--- src/rtl/neural_pkg.sv ---
// Shared types and constants for the matrix row reader: FSM states, default
// widths and the beat record carried from storage to the output stream.
package neural_pkg;

    localparam int DATA_W = 48;
    localparam int IDX_W  = 32;
    localparam int LANE_W = 16;

    typedef enum logic [1:0] {
        IDLE  = 2'd0,
        ISSUE = 2'd1,
        DRAIN = 2'd2
    } state_e;

    typedef struct packed {
        logic [DATA_W-1:0] data;
        logic [IDX_W-1:0]  row_index;
        logic              last;
    } row_beat_t;

endpackage

--- src/rtl/matrix_row_reader_if.sv ---
// Bus bundle of the row reader: request handshake, storage read port and
// output stream. "master" is the reader, "slave" is its environment.
interface matrix_row_reader_if #(
    parameter int DATA_W = 48,
    parameter int IDX_W  = 32
);

    logic              req_valid;
    logic              req_ready;
    logic [IDX_W-1:0]  req_layer_index;
    logic [IDX_W-1:0]  req_row_start;
    logic [IDX_W-1:0]  req_row_count;

    logic              mem_rd_en;
    logic [IDX_W-1:0]  mem_layer_index;
    logic [IDX_W-1:0]  mem_row_index;
    logic [DATA_W-1:0] mem_rd_data;

    logic              out_valid;
    logic              out_ready;
    logic [DATA_W-1:0] out_data;
    logic [IDX_W-1:0]  out_row_index;
    logic              out_last;

    modport master (
        input  req_valid, req_layer_index, req_row_start, req_row_count,
        input  mem_rd_data, out_ready,
        output req_ready, mem_rd_en, mem_layer_index, mem_row_index,
        output out_valid, out_data, out_row_index, out_last
    );

    modport slave (
        output req_valid, req_layer_index, req_row_start, req_row_count,
        output mem_rd_data, out_ready,
        input  req_ready, mem_rd_en, mem_layer_index, mem_row_index,
        input  out_valid, out_data, out_row_index, out_last
    );

endinterface

--- src/rtl/matrix_row_reader_row_fifo.sv ---
// row_fifo: synchronous FIFO with flush, arbitrary depth >= 2. Push is
// accepted when full only if a pop happens in the same cycle.
module row_fifo #(
    parameter int DEPTH = 4,
    parameter int WIDTH = 81
) (
    input  logic                       clk,
    input  logic                       rst_n,
    input  logic                       flush,
    input  logic                       push,
    input  logic [WIDTH-1:0]           push_data,
    input  logic                       pop,
    output logic [WIDTH-1:0]           pop_data,
    output logic                       full,
    output logic                       empty,
    output logic [$clog2(DEPTH+1)-1:0] count
);

    localparam int PTR_W = (DEPTH > 1) ? $clog2(DEPTH) : 1;
    localparam int CNT_W = $clog2(DEPTH + 1);

    logic [WIDTH-1:0] mem_q [DEPTH];
    logic [PTR_W-1:0] wr_ptr_q, wr_ptr_d, rd_ptr_q, rd_ptr_d;
    logic [CNT_W-1:0] cnt_q, cnt_d;
    logic             do_push, do_pop;

    function automatic logic [PTR_W-1:0] ptr_inc(input logic [PTR_W-1:0] p);
        return (p == PTR_W'(DEPTH - 1)) ? '0 : p + PTR_W'(1);
    endfunction

    always_comb begin
        do_pop   = pop && (cnt_q != '0);
        do_push  = push && ((cnt_q != CNT_W'(DEPTH)) || do_pop);
        wr_ptr_d = wr_ptr_q;
        rd_ptr_d = rd_ptr_q;
        cnt_d    = cnt_q;
        if (flush) begin
            wr_ptr_d = '0;
            rd_ptr_d = '0;
            cnt_d    = '0;
        end else begin
            if (do_push) wr_ptr_d = ptr_inc(wr_ptr_q);
            if (do_pop)  rd_ptr_d = ptr_inc(rd_ptr_q);
            if (do_push && !do_pop)      cnt_d = cnt_q + CNT_W'(1);
            else if (do_pop && !do_push) cnt_d = cnt_q - CNT_W'(1);
        end
    end

    always_ff @(posedge clk or negedge rst_n) begin
        if (!rst_n) begin
            wr_ptr_q <= '0;
            rd_ptr_q <= '0;
            cnt_q    <= '0;
        end else begin
            wr_ptr_q <= wr_ptr_d;
            rd_ptr_q <= rd_ptr_d;
            cnt_q    <= cnt_d;
        end
    end

    // Storage array carries payload only, so it is left out of reset.
    always_ff @(posedge clk) begin
        if (do_push && !flush) mem_q[wr_ptr_q] <= push_data;
    end

    assign pop_data = mem_q[rd_ptr_q];
    assign full     = (cnt_q == CNT_W'(DEPTH));
    assign empty    = (cnt_q == '0);
    assign count    = cnt_q;

endmodule

--- src/rtl/matrix_row_reader.sv ---
// Streams a run of matrix rows from single-cycle-latency storage into a
// buffered valid/ready stream. Optional ROW_READER_CHECKSUM_EN adds a lane checksum.
module matrix_row_reader #(
    parameter int DATA_W     = 48,
    parameter int IDX_W      = 32,
    parameter int FIFO_DEPTH = 4
) (
    input  logic                clk_clk,
    input  logic                reset_reset_n,
    matrix_row_reader_if.master bus,
    input  logic                abort,
    output logic                busy
`ifdef ROW_READER_CHECKSUM_EN
    ,
    output logic [15:0]         checksum,
    output logic                checksum_valid
`endif
);

    import neural_pkg::*;

    localparam int ENTRY_W = DATA_W + IDX_W + 1;
    localparam int CNT_W   = $clog2(FIFO_DEPTH + 1);

    state_e            state_q, state_d;
    logic [IDX_W-1:0]  layer_q, layer_d, row_q, row_d, rem_q, rem_d;
    logic [IDX_W-1:0]  rd_row_q, rd_row_d;
    logic              rd_pend_q, rd_pend_d, rd_last_q, rd_last_d;

    logic              req_ready, hs, issue, pop, credit_ok, fifo_push;
    logic              fifo_full, fifo_empty;
    logic [CNT_W-1:0]  fifo_count;
    logic [CNT_W:0]    credit_used, credit_cap;
    logic [ENTRY_W-1:0] push_entry, head_entry;
    logic              head_last;
    logic [IDX_W-1:0]  head_row;
    logic [DATA_W-1:0] head_data;

    assign {head_last, head_row, head_data} = head_entry;
    assign push_entry = {rd_last_q, rd_row_q, bus.mem_rd_data};

    // A read is only issued if its return is guaranteed a FIFO slot.
    always_comb begin
        req_ready   = reset_reset_n && (state_q == IDLE) && !abort;
        hs          = bus.req_valid && req_ready;
        pop         = !fifo_empty && bus.out_ready;
        credit_used = {1'b0, fifo_count} + (CNT_W+1)'(rd_pend_q);
        credit_cap  = (CNT_W+1)'(FIFO_DEPTH) + (CNT_W+1)'(pop);
        credit_ok   = credit_used < credit_cap;
        issue       = (state_q == ISSUE) && !abort && credit_ok;
        fifo_push   = rd_pend_q && !abort && (!fifo_full || pop);
    end

    always_comb begin
        state_d   = state_q;
        layer_d   = layer_q;
        row_d     = row_q;
        rem_d     = rem_q;
        rd_pend_d = issue;
        rd_row_d  = row_q;
        rd_last_d = (rem_q == IDX_W'(1));
        unique case (state_q)
            IDLE: begin
                if (hs) begin
                    layer_d = bus.req_layer_index;
                    row_d   = bus.req_row_start;
                    rem_d   = bus.req_row_count;
                    if (bus.req_row_count != '0) state_d = ISSUE;
                end
            end
            ISSUE: begin
                if (issue) begin
                    row_d = row_q + IDX_W'(1);
                    rem_d = rem_q - IDX_W'(1);
                    if (rem_q == IDX_W'(1)) state_d = DRAIN;
                end
            end
            DRAIN: begin
                if (pop && head_last) state_d = IDLE;
            end
            default: state_d = IDLE;
        endcase
        if (abort) begin
            state_d   = IDLE;
            rd_pend_d = 1'b0;
        end
    end

    always_ff @(posedge clk_clk or negedge reset_reset_n) begin
        if (!reset_reset_n) begin
            state_q   <= IDLE;
            layer_q   <= '0;
            row_q     <= '0;
            rem_q     <= '0;
            rd_pend_q <= 1'b0;
            rd_row_q  <= '0;
            rd_last_q <= 1'b0;
        end else begin
            state_q   <= state_d;
            layer_q   <= layer_d;
            row_q     <= row_d;
            rem_q     <= rem_d;
            rd_pend_q <= rd_pend_d;
            rd_row_q  <= rd_row_d;
            rd_last_q <= rd_last_d;
        end
    end

    row_fifo #(
        .DEPTH (FIFO_DEPTH),
        .WIDTH (ENTRY_W)
    ) u_row_fifo (
        .clk       (clk_clk),
        .rst_n     (reset_reset_n),
        .flush     (abort),
        .push      (fifo_push),
        .push_data (push_entry),
        .pop       (pop),
        .pop_data  (head_entry),
        .full      (fifo_full),
        .empty     (fifo_empty),
        .count     (fifo_count)
    );

    // Head payload is masked when empty so outputs read zero out of reset.
    assign bus.req_ready       = req_ready;
    assign bus.mem_rd_en       = issue;
    assign bus.mem_layer_index = layer_q;
    assign bus.mem_row_index   = row_q;
    assign bus.out_valid       = !fifo_empty;
    assign bus.out_data        = fifo_empty ? '0 : head_data;
    assign bus.out_row_index   = fifo_empty ? '0 : head_row;
    assign bus.out_last        = !fifo_empty && head_last;
    assign busy                = (state_q != IDLE);

`ifdef ROW_READER_CHECKSUM_EN
    logic [15:0] csum_q, csum_d;
    logic        csum_vld_q, csum_vld_d;

    function automatic logic [LANE_W-1:0] lane_sum(input logic [DATA_W-1:0] d);
        logic [LANE_W-1:0] s;
        s = '0;
        for (int i = 0; i < DATA_W / LANE_W; i++) s = s + d[i*LANE_W +: LANE_W];
        return s;
    endfunction

    always_comb begin
        csum_d     = csum_q;
        csum_vld_d = pop && head_last;
        if (hs)       csum_d = '0;
        else if (pop) csum_d = csum_q + lane_sum(head_data);
    end

    always_ff @(posedge clk_clk or negedge reset_reset_n) begin
        if (!reset_reset_n) begin
            csum_q     <= '0;
            csum_vld_q <= 1'b0;
        end else begin
            csum_q     <= csum_d;
            csum_vld_q <= csum_vld_d;
        end
    end

    assign checksum       = csum_q;
    assign checksum_valid = csum_vld_q;
`endif

endmodule

--- src/flat_wrapper.sv ---
// flat-port wrapper written by rule: the top's interface ports become plain ports
module matrix_row_reader_flat import neural_pkg::*;
#(
    parameter int DATA_W     = 48,
    parameter int IDX_W      = 32,
    parameter int FIFO_DEPTH = 4
)
  (clk_clk, reset_reset_n, abort, busy, bus_req_valid, bus_req_layer_index, bus_req_row_start, bus_req_row_count, bus_mem_rd_data, bus_out_ready, bus_req_ready, bus_mem_rd_en, bus_mem_layer_index, bus_mem_row_index, bus_out_valid, bus_out_data, bus_out_row_index, bus_out_last);
  matrix_row_reader_if #(.DATA_W(DATA_W), .IDX_W(IDX_W)) bus_i ();
  input  logic clk_clk;
  input  logic reset_reset_n;
  input  logic abort;
  output logic busy;
  input wire logic [$bits(bus_i.req_valid)-1:0] bus_req_valid;
  input wire logic [$bits(bus_i.req_layer_index)-1:0] bus_req_layer_index;
  input wire logic [$bits(bus_i.req_row_start)-1:0] bus_req_row_start;
  input wire logic [$bits(bus_i.req_row_count)-1:0] bus_req_row_count;
  input wire logic [$bits(bus_i.mem_rd_data)-1:0] bus_mem_rd_data;
  input wire logic [$bits(bus_i.out_ready)-1:0] bus_out_ready;
  output wire logic [$bits(bus_i.req_ready)-1:0] bus_req_ready;
  output wire logic [$bits(bus_i.mem_rd_en)-1:0] bus_mem_rd_en;
  output wire logic [$bits(bus_i.mem_layer_index)-1:0] bus_mem_layer_index;
  output wire logic [$bits(bus_i.mem_row_index)-1:0] bus_mem_row_index;
  output wire logic [$bits(bus_i.out_valid)-1:0] bus_out_valid;
  output wire logic [$bits(bus_i.out_data)-1:0] bus_out_data;
  output wire logic [$bits(bus_i.out_row_index)-1:0] bus_out_row_index;
  output wire logic [$bits(bus_i.out_last)-1:0] bus_out_last;
  assign bus_i.req_valid = bus_req_valid;
  assign bus_i.req_layer_index = bus_req_layer_index;
  assign bus_i.req_row_start = bus_req_row_start;
  assign bus_i.req_row_count = bus_req_row_count;
  assign bus_i.mem_rd_data = bus_mem_rd_data;
  assign bus_i.out_ready = bus_out_ready;
  assign bus_req_ready = bus_i.req_ready;
  assign bus_mem_rd_en = bus_i.mem_rd_en;
  assign bus_mem_layer_index = bus_i.mem_layer_index;
  assign bus_mem_row_index = bus_i.mem_row_index;
  assign bus_out_valid = bus_i.out_valid;
  assign bus_out_data = bus_i.out_data;
  assign bus_out_row_index = bus_i.out_row_index;
  assign bus_out_last = bus_i.out_last;
  matrix_row_reader #(.DATA_W(DATA_W), .IDX_W(IDX_W), .FIFO_DEPTH(FIFO_DEPTH)) u_core (.clk_clk(clk_clk), .reset_reset_n(reset_reset_n), .bus(bus_i), .abort(abort), .busy(busy));
endmodule
--- config.mk ---
export PLATFORM = sky130hd
export DESIGN_NAME = matrix_row_reader_flat
export DESIGN_NICKNAME = d
export VERILOG_FILES = /design/src/rtl/neural_pkg.sv /design/src/rtl/matrix_row_reader_if.sv /design/src/rtl/matrix_row_reader_row_fifo.sv /design/src/rtl/matrix_row_reader.sv /design/src/flat_wrapper.sv
export SDC_FILE = /design/constraint.sdc
export NUM_CORES = 1
export LEC_CHECK = 0
export ABC_AREA = 1
export BUFFER_PORTS_ARGS = -buffer_cell sky130_fd_sc_hd__buf_4
export CORE_ASPECT_RATIO = 1.25
export CORE_MARGIN = 1.5
export CORE_UTILIZATION = 50
export CTS_CLUSTER_SIZE = 16
export DETAILED_ROUTE_END_ITERATION = 12
export GPL_TIMING_DRIVEN = 0
export MAX_ROUTING_LAYER = met4
export PLACE_DENSITY = 0.79
export SYNTH_ARGS = -nofsm -noshare
export SYNTH_HDL_FRONTEND = slang
export SYNTH_HIERARCHICAL = 1
export SYNTH_SLANG_ARGS = --single-unit
--- constraint.sdc ---
create_clock -name clk_clk -period 6.9 [get_ports clk_clk]
set_input_delay 1.725 -clock clk_clk [delete_from_list [all_inputs] [get_ports clk_clk]]
set_output_delay 1.725 -clock clk_clk [all_outputs]
set_load 0.005 [all_outputs]
Yosys cells after proc, flatten, opt, wreduce, memory -nomap -nowiden
Memories as Yosys holds them, arrays and structs flattened.
Index checks and enable logic that the tools add are counted.
{ "totals": {"ff_bits": 139, "ram_bits": 324, "in_bits": 149, "out_inout_bits": 149, "elab_cells": 95, "memories": 1} }
{ "memory_table": {"columns": ["memory", "words", "width", "rd", "rd_clocked_by_memory_dff", "wr", "line_no", "source"], "rows": [
  ["u_core.u_row_fifo.mem_q", 4, 81, 1, 0, 1, "matrix_row_reader_row_fifo.sv:22", "logic [WIDTH-1:0] mem_q [DEPTH];"]
]} }
{ "op_classes": {"add_sub_neg": 8, "n_lt_le_gt_ge": 1, "eq_ne": 14, "muxes": 27, "n_reduce_logical": 34} }
{ "ops": {"columns": ["operator", "n"], "rows": [
  ["$mux 32", 5],
  ["$pmux 32 s2", 2],
  ["$mux 48", 1],
  ["$add 32x1->32 const B", 1],
  ["$eq 32x1->1 const B", 1],
  ["$reduce_bool 32->1", 1],
  ["$sub 32x1->32 const B", 1],
  ["$mux 2", 12],
  ["$logic_and 1x1->1", 15],
  ["$mux 3", 3],
  ["$ne 3x2->1 const B", 3],
  ["$ne 3x3->1 const B", 3],
  ["$reduce_bool 2->1", 4],
  ["$eq 2x2->1 const B", 3],
  ["$pmux 2 s3", 1],
  ["$reduce_bool 3->1", 2],
  ["$logic_not 1->1", 5],
  ["$reduce_and 5->1", 1],
  ["$add 2x1->2 const B", 2],
  ["$add 3x1->4", 1],
  ["$add 3x1->4 const A", 1],
  ["$lt 4x4->1", 1],
  ["$add 3x1->3 const B", 1],
  ["$eq 3x3->1 const B", 1],
  ["other kinds (10)", 13]
]} }

Logic depth before layout (Yosys ltp)
Gate-level depths: netlist of run 1.
{ "depth": {"depth_word": 11, "ltp_mapped": 15, "depth_no_buf": 15} }

Modules after synthesis
Netlist of run 1, hierarchy kept.
{ "by_module_without_submodules": {"columns": ["module", "n_inst", "cells_per_inst", "area_per_inst_um2", "seq_area_each_um2"], "rows": [
  ["row_fifo", 1, 853, 12472.0, 9904.5],
  ["matrix_row_reader", 1, 1228, 7943.9, 3303.2]
]} }

Worst setup path after synthesis of run 1
OpenSTA, ideal clock, no wires.
{ "synth_path": {"path_kind": "input port to flip-flop", "startpoint": "in bus_out_ready", "endpoint": "mem u_core.u_row_fifo.mem_q[0][0], enable pin", "setup_time_ns": 0.521, "t_arrival_ns": 5.738, "t_required_ns": 6.379, "path_slack_ns": 0.641, "stages": 6, "n_path_buf": 0, "cell_sequence": "inv_1 -> nor2_2 -> inv_1 -> a21oi_1 -> nand3_1 -> nor2_1"} }
{ "synth_between": {"elab_chain_len": 7, "word_cells_on_any_way": 9, "classes_between": "mux: 2; reduce/logical: 7"} }
{ "synth_lines": {"columns": ["element", "line_no", "source"], "rows": [
  ["start: declaration", "flat_wrapper.sv:19", "input wire logic [$bits(bus_i.out_ready)-1:0] bus_out_ready;"],
  ["$logic_and 1x1->1", "matrix_row_reader.sv:46", "pop = !fifo_empty && bus.out_ready;"],
  ["via u_core.pop", "matrix_row_reader.sv:30", "logic req_ready, hs, issue, pop, credit_ok, fifo_push;"],
  ["$logic_or 1x1->1", "matrix_row_reader.sv:51", "fifo_push = rd_pend_q && !abort && (!fifo_full || pop);"],
  ["$logic_and 1x1->1", "matrix_row_reader.sv:51", null],
  ["via u_core.fifo_push", "matrix_row_reader.sv:30", null],
  ["$logic_and 1x1->1", "matrix_row_reader_row_fifo.sv:33", "do_push = push && ((cnt_q != CNT_W'(DEPTH)) || do_pop);"],
  ["$logic_and 1x1->1", "matrix_row_reader_row_fifo.sv:63", "if (do_push && !flush) mem_q[wr_ptr_q] <= push_data;"],
  ["$mux 1", "matrix_row_reader_row_fifo.sv:63", null],
  ["$mux 1 (not written as such)", "matrix_row_reader_row_fifo.sv:63", null],
  ["end: declaration", "matrix_row_reader_row_fifo.sv:22", null]
]} }
The timed path passes the listed nets, and every way through them passes these cells.

Final worst setup path of run 1
{ "layout_path": {"startpoint": "in reset_reset_n", "endpoint": "out bus_req_ready"} }
{ "layout_between": {"elab_chain_len": 2} }
{ "layout_lines": {"columns": ["element", "line_no", "source"], "rows": [
  ["start: declaration", "flat_wrapper.sv:11", "input logic reset_reset_n;"],
  ["$logic_and 1x1->1 (2 in series)", "matrix_row_reader.sv:44", "req_ready = reset_reset_n && (state_q == IDLE) && !abort;"],
  ["end: declaration", "flat_wrapper.sv:20", "output wire logic [$bits(bus_i.req_ready)-1:0] bus_req_ready;"]
]} }
No other way between the ends.

==> results of run 1 <==
[placed cells by master, fill, tap and decap left out, types with 11 or more instances in the layout]
cell type  count
a21oi_1       11
buf_12        11
buf_2         27
buf_4        296
buf_6         16
clkbuf_1      52
clkbuf_16     46
dfrtp_1      139
edfxtp_1     324
ha_1          11
inv_1        170
nand2_1      408
nand3_1       62
nand3b_1      13
nand4_1       12
nor2_1       465
o21ai_0      208
o21ai_1       21
o22ai_1       89
[cell families (layout without fill, tap and decap cells)]
kind of cell / Yosys count / in the layout / share of synthesized area
xor+xnor: 10 / 10 / 0.004290
flops: 463 / 463 / 0.6469
fa+ha+maj: 12 / 12 / 0.007722
compound gates: 341 / 341 / 0.09040
buf+inv: 270 / 662 / 0.05767
mux: 1 / 1 / 0.0004903
simple gates: 984 / 984 / 0.1925
[critical path, cell delays in order]
cell and delay, ps:
buf_6 510, buf_16 350, inv_1 130, nor2_4 150, buf_4 130
[state kept, by name, indices dropped and copies added (netlist names)]
name,cells
u_core/state_q,2
u_core/rd_row_q,32
u_core/rd_last_q,1
u_core/u_row_fifo/wr_ptr_q,2
u_core/u_row_fifo/rd_ptr_q,2
u_core/bus.mem_row_index,32
u_core/u_row_fifo/mem_q,324
u_core/rem_q,32
u_core/rd_pend_q,1
u_core/u_row_fifo/count,3
u_core/bus.mem_layer_index,32
[worst max-delay path by stage]
stage | end | slack, ps
floorplan | u_core/u_row_fifo/mem_q[0][0] | 640
global placement | u_core/u_row_fifo/mem_q[0][46] | -2250
detailed placement | bus_req_ready | 2010
CTS | bus_req_ready | 2010
global route | bus_req_ready | 1890
finish | bus_req_ready | 2070
[layout make-up]
cell class / count / area (sq um) / share of cell area
timing repair buffer: 310 / 2509 / 0.09992
tap: 546 / 683.2 / 0.02721
clock buffer: 57 / 1222 / 0.04869
multi-input combinational: 1348 / 6061 / 0.2414
buffer: 93 / 503.0 / 0.02003
inverter: 177 / 674.4 / 0.02686
sequential: 463 / 13210 / 0.5260
clock inverter: 25 / 247.7 / 0.009867
[where the power goes]
group | switching [mW] | internal [mW]
logic | 0.646 | 0.464
clock network | 1.07 | 1.38
registers | 0.282 | 3.26
total | 2.00 | 5.11
[layer usage]
layer,track usage,vias up,wire length [um]
li1,-,7670,-
met1,0.3317,7838,21940
met2,0.4800,785,29510
met3,0.05131,161,4610
met4,0.1350,0,2772
met5,-,-,0
[per-stage QoR]
step | cell area [sq um] | util | setup WS [ps] | setup TNS [ps]
final | 25110 | 0.6243 | 2071 | 0
after CTS | 25110 | 0.6243 | 2009 | 0
after detailed placement | 23640 | 0.5877 | 2008 | 0
after global routing | 25110 | 0.6243 | 1895 | 0
after global placement | 23330 | 0.5800 | -2246 | -693640
after floorplan | 20420 | - | 640.9 | 0
[synth_stat cells, types with 3 or more instances]
library cell / count
inv_1: 170
nand3b_1: 13
ha_1: 11
nor2_1: 469
nand4_1: 12
nand2_1: 408
o22ai_1: 89
xnor2_1: 6
a31oi_1: 3
edfxtp_1: 324
nand3_1: 62
nor3_1: 5
clkbuf_2: 6
clkbuf_1: 44
nor2_2: 5
buf_6: 15
nand2_4: 3
xor2_1: 4
a21oi_1: 11
dfrtp_1: 139
inv_2: 4
buf_2: 27
o21ai_0: 208
o211ai_1: 4
o21ai_1: 21
==> summary.txt, run 1 <==
Worst setup path
  – Crit Path Max Fanout: 71
  – Critical Path Sink Type: output port
  – R2R depth: 10
  – Beginning of the critical path: reset_reset_n
  – Reg-to-reg startpoint: u_core/u_row_fifo/count[2]
  – Worst reg2reg path endpoint: u_core/u_row_fifo/mem_q[0][23]
  – Slack of the worst reg-to-reg path: ~3800 ps
  – CP startpoint kind: primary input
  – Arrival time of the worst setup path: ~3100 ps
  – Required @ worst endpoint: 5180 ps
  – Critical path class: primary input to output port

Finish
  – Final cell count without fillers: approximately 3000
  – Fillers: approximately 3300
  – Area Overhead vs Synth: 22.98%
  – Final nets: 2600
  – Diodes inserted: 0
  – Share of cells above drive strength 1: 0.1808

Synth
  – Avg Inst Size Synth: approximately 9.8 sq um
  – Post-synth EDFFs: 324
  – Yosys warns: 6
  – Synth Flop Type: edfxtp_1
  – Seq/Total Area, Yosys: 0.6469
  – Ys async rst share: 0.3002
  – Yosys top cell area share: 0.4766
  – Gate Count Post-Synth: between 2000 and 2500
  – Post-synth cell types: 39
  – Mapped Nets: roughly 2200
  – Synth top area cells: edfxtp_1, dfrtp_1, nor2_1
  – Cell area after synthesis: about 20000 sq um
  – Dominant cell type by area after synthesis: edfxtp_1
  – Flops & latches, synth: 463

Timing
  – Fmax: 0.2071 GHz
  – Post-route clock period utilization: 0.6999
  – Max Slew Vio Count: 0
  – Setup repair after global routing missed its margin: false
  – Hold slack: approximately 470 ps
  – Slew @ Worst Pin: just under 1000 ps
  – Worst Clk Skew: about 12 ps
  – Max_slew headroom: 0.3522
  – Final hold violations: 0
  – Final min period: approximately 4800 ps
  – Final setup viols: 0

Job
  – Max Cap Viol: 0

CTS
  – CTS tree: built
  – Cts repair resizes: 0
  – Clock root cell: clkbuf_16
  – Depth of the CTS H-tree: 2
  – Clock-pin slew on the worst setup and hold paths: 70 ps
  – # clock sinks: approximately 460
  – CTS max path bufs: 3
  – Hold Buf Count CTS: 0
  – CTS Buf Count: between 40 and 50
  – Post-CTS setup buffer count: 0
  – Clock Latency Late Sink: ~570 ps

Routing
  – Detailed-route via count: 16454
  – Drt first-iter violations: approximately 1400
  – Routed len/inst: ~19 um
  – WL final: just under 60000 um
  – Drt drc: 0
  – TritonRoute pass-1 iters: 6
  – Vias per cell: 5.450
  – ANT nets after route: 0

Global routing
  – Number of global-route vias before repair: between 15000 and 20000
  – First-pass GRT wire length: 89490 um
  – Total track usage: 0.2860
  – Number of antenna violations at the first check in global routing: 0
  – Largest net degree at the start of global routing: about 70
  – Grt ovf: 0

Min path
  – HP Start: u_core/bus.mem_row_index[8]
  – Hold WC Path Type: register to register
  – WHS Endpoint: u_core/rd_row_q[8]
  – WHS Path Cells: 0

Die
  – Die area: 42060 sq um
  – Die H: around 230 um
  – Initial core utilization: 0.5076
  – IO Pins: around 300
  – Die Span X: 183.7 um
  – Core box area: 40220 sq um
  – Site Rows: 82

Place
  – I/O Buffers: just under 300
  – RePlAce Congestion: between 1 and 1.5
  – Dpl hpwl: roughly 42000 um
  – Cells after DPL: around 2900

Power and ir drop
  – Total power: 7.110 mW
  – Static leakage: between 10 and 15 nW
  – Cell Pwr Density: between 200 and 300 nW/um^2
  – Peak supply drop: 0.1808 mV

Outcome
  – Status: complete, no violations
(Power assumes the default switching activity.)
==> inputs of run 2 (changes only) <==
--- a/config.mk
+++ b/config.mk
@@ -14,7 +14,7 @@
 export DETAILED_ROUTE_END_ITERATION = 12
 export GPL_TIMING_DRIVEN = 0
 export MAX_ROUTING_LAYER = met4
-export PLACE_DENSITY = 0.79
+export PLACE_DENSITY = 0.82
 export SYNTH_ARGS = -nofsm -noshare
 export SYNTH_HDL_FRONTEND = slang
 export SYNTH_HIERARCHICAL = 1
==> constraint.sdc (replaced) <==
create_clock -name clk_clk -period 4.25 [get_ports clk_clk]
set_input_delay 1.0625 -clock clk_clk [delete_from_list [all_inputs] [get_ports clk_clk]]
set_output_delay 1.0625 -clock clk_clk [all_outputs]
set_load 0.005 [all_outputs]
==> summary.txt, run 2 (synthesis gave the netlist of run 1 again) <==
Outcome
  – Status: complete, no violations

Die
  – Die Span X: between 150 and 200 um
  – Die area: 42060 sq um
  – IO Pins: a little under 300
  – Site Rows: just over 80
  – Die H: 228.9 um
  – Core box area: between 40000 and 50000 sq um
  – Initial core utilization: 0.5076

Worst setup path
  – Required @ worst endpoint: roughly 3200 ps
  – Largest stage delay, worst path: approximately 660 ps
  – Crit Path Max Fanout: 10
  – Critical Path Sink Type: output port
  – Slowest cell on crit path: clkbuf_1
  – Slack of the worst reg-to-reg path: about 1100 ps
  – Cell family with most CP delay: buffers and inverters
  – Buf+Inv Stages, Crit Path: 4
  – CP startpoint kind: register
  – Arrival time of the worst setup path: about 2900 ps
  – Crit-path cells: nor2_1 -> nand2_1 -> inv_1 -> clkbuf_1 -> clkbuf_1 -> nor2_1 -> buf_4
  – Critical path class: register to output port

CTS
  – Cts repair resizes: 0
  – CTS Buf Count: 45
  – Post-CTS setup buffer count: 0
  – Clock root cell: clkbuf_16
  – # clock sinks: around 460
  – Hold Buf Count CTS: 0
  – Depth of the CTS H-tree: 2
  – CTS tree: built
  – Clock Latency Late Sink: 580 ps
  – Clock-pin slew on the worst setup and hold paths: 60 ps
  – CTS max path bufs: 3

Finish
  – Final cell count without fillers: around 3000
  – Max reg flops: between 300 and 400
  – Final nets: approximately 2600
  – Reg area: around 13000 sq um
  – Most frequent cells in the layout: nor2_1, nand2_1, edfxtp_1, buf_4, o21ai_0
  – Share of cells above drive strength 1: 0.1789
  – Area Overhead vs Synth: 22.78%
  – Area of the multi-input gates: ~6000 sq um
  – Most common cell after layout, fill and taps aside: nor2_1
  – Fillers: ~3200
  – Top reg by flops: u_core/u_row_fifo/mem_q

Power and ir drop
  – Peak supply drop: 0.3006 mV
  – Sw Share: 0.2808
  – Seq pwr share: 0.496
  – Clock share of power: 0.348
  – Static leakage: 10.54 nW
  – Logic pwr share: 0.156
  – Cell Pwr Density: 463.3 nW/um^2
  – P_sw: 3.261 mW
  – Int Pwr: around 8.4 mW

Timing
  – Post-route clock period utilization: 0.9262
  – PnR worst setup slack: about 310 ps
  – Setup repair after global routing missed its margin: false
  – Hold slack: between 400 and 500 ps
  – Max Slew Vio Count: 0
  – Max_slew headroom: 0.3441
  – Final min period: 3936 ps
  – Fmax: ~0.25 GHz
  – Slew @ Worst Pin: around 980 ps
  – Final setup viols: 0
  – Worst Clk Skew: between 20 and 30 ps
  – Final hold violations: 0

Place
  – Cells after DPL: between 2000 and 3000
  – Dpl hpwl: slightly above 40000 um
  – RePlAce Congestion: just over 1
  – Pre-CTS setup slack: 608.4 ps
  – I/O Buffers: roughly 300

Global routing
  – Number of global-route vias before repair: about 16000
  – Largest net degree at the start of global routing: 88
  – Total track usage: 0.2890
  – First-pass GRT wire length: 90660 um
  – Number of antenna violations at the first check in global routing: 1
  – Grt ovf: 0

Routing
  – Detailed-route via count: 16656
  – Drt drc: 0
  – TritonRoute pass-1 iters: 5
  – Routed len/inst: about 20 um
  – WL final: a little under 60000 um
  – ANT nets after route: 0
  – Vias per cell: 5.519
  – Drt first-iter violations: 1511

Min path
  – Hold WC Path Type: primary input to async pin

Job
  – Max Cap Viol: 0
-- run 2: final timing paths --
path | start | to | cells after the start
max | u_core/u_row_fifo/count[1] | bus_out_data[47] | 7
min | reset_reset_n | u_core/rem_q[9] | 1
max reg2reg | u_core/u_row_fifo/count[2] | u_core/u_row_fifo/mem_q[2][51] | 9
min reg2reg | u_core/bus.mem_row_index[8] | u_core/rd_row_q[8] | 0
max in group asynchronous | reset_reset_n | u_core/bus.mem_layer_index[20] | 2
min in group clk_clk | u_core/bus.mem_row_index[8] | u_core/rd_row_q[8] | 0
-- run 2: power groups by stage --
| stage | logic (mW) | clock network [mW] | registers, mW |
|---|---|---|---|
| floorplan | 0.903 | 0 | 5.68 |
| global placement | 1.74 | 0 | 5.81 |
| detailed placement | 1.79 | 0 | 5.83 |
| CTS | 1.80 | 4.11 | 5.75 |
| global route | 2.01 | 4.28 | 5.81 |
| finish | 1.82 | 4.04 | 5.75 |
-- run 2: final cells by class --
type	instances	area share
Antenna cell	1	0.00009983
Buffer	93	0.02007
Clock buffer	57	0.04712
Clock inverter	26	0.01248
Inverter	177	0.02690
Multi-Input combinational cell	1348	0.2418
Sequential cell	463	0.5269
Tap cell	546	0.02725
Timing Repair Buffer	307	0.09738
-- run 2: metrics by stage --
stage,utilization,instance area (sq um),setup TNS [ps],power (mW)
floorplan,-,20420,-436280,6.586
global placement,0.5800,23330,-1309190,7.546
detailed placement,0.5861,23570,0,7.618
CTS,0.6232,25060,0,11.65
global route,0.6233,25070,0,12.10
finish,0.6233,25070,0,11.61
-- run 2: metal layers --
| metal | wire length [um] | global-route usage | vias to the layer above |
|---|---|---|---|
| met3 | 4978 | 0.05242 | 150 |
| li1 | - | - | 7672 |
| met5 | 0 | - | - |
| met1 | 22120 | 0.3453 | 7987 |
| met2 | 29740 | 0.4822 | 847 |
| met4 | 2441 | 0.1176 | 0 |
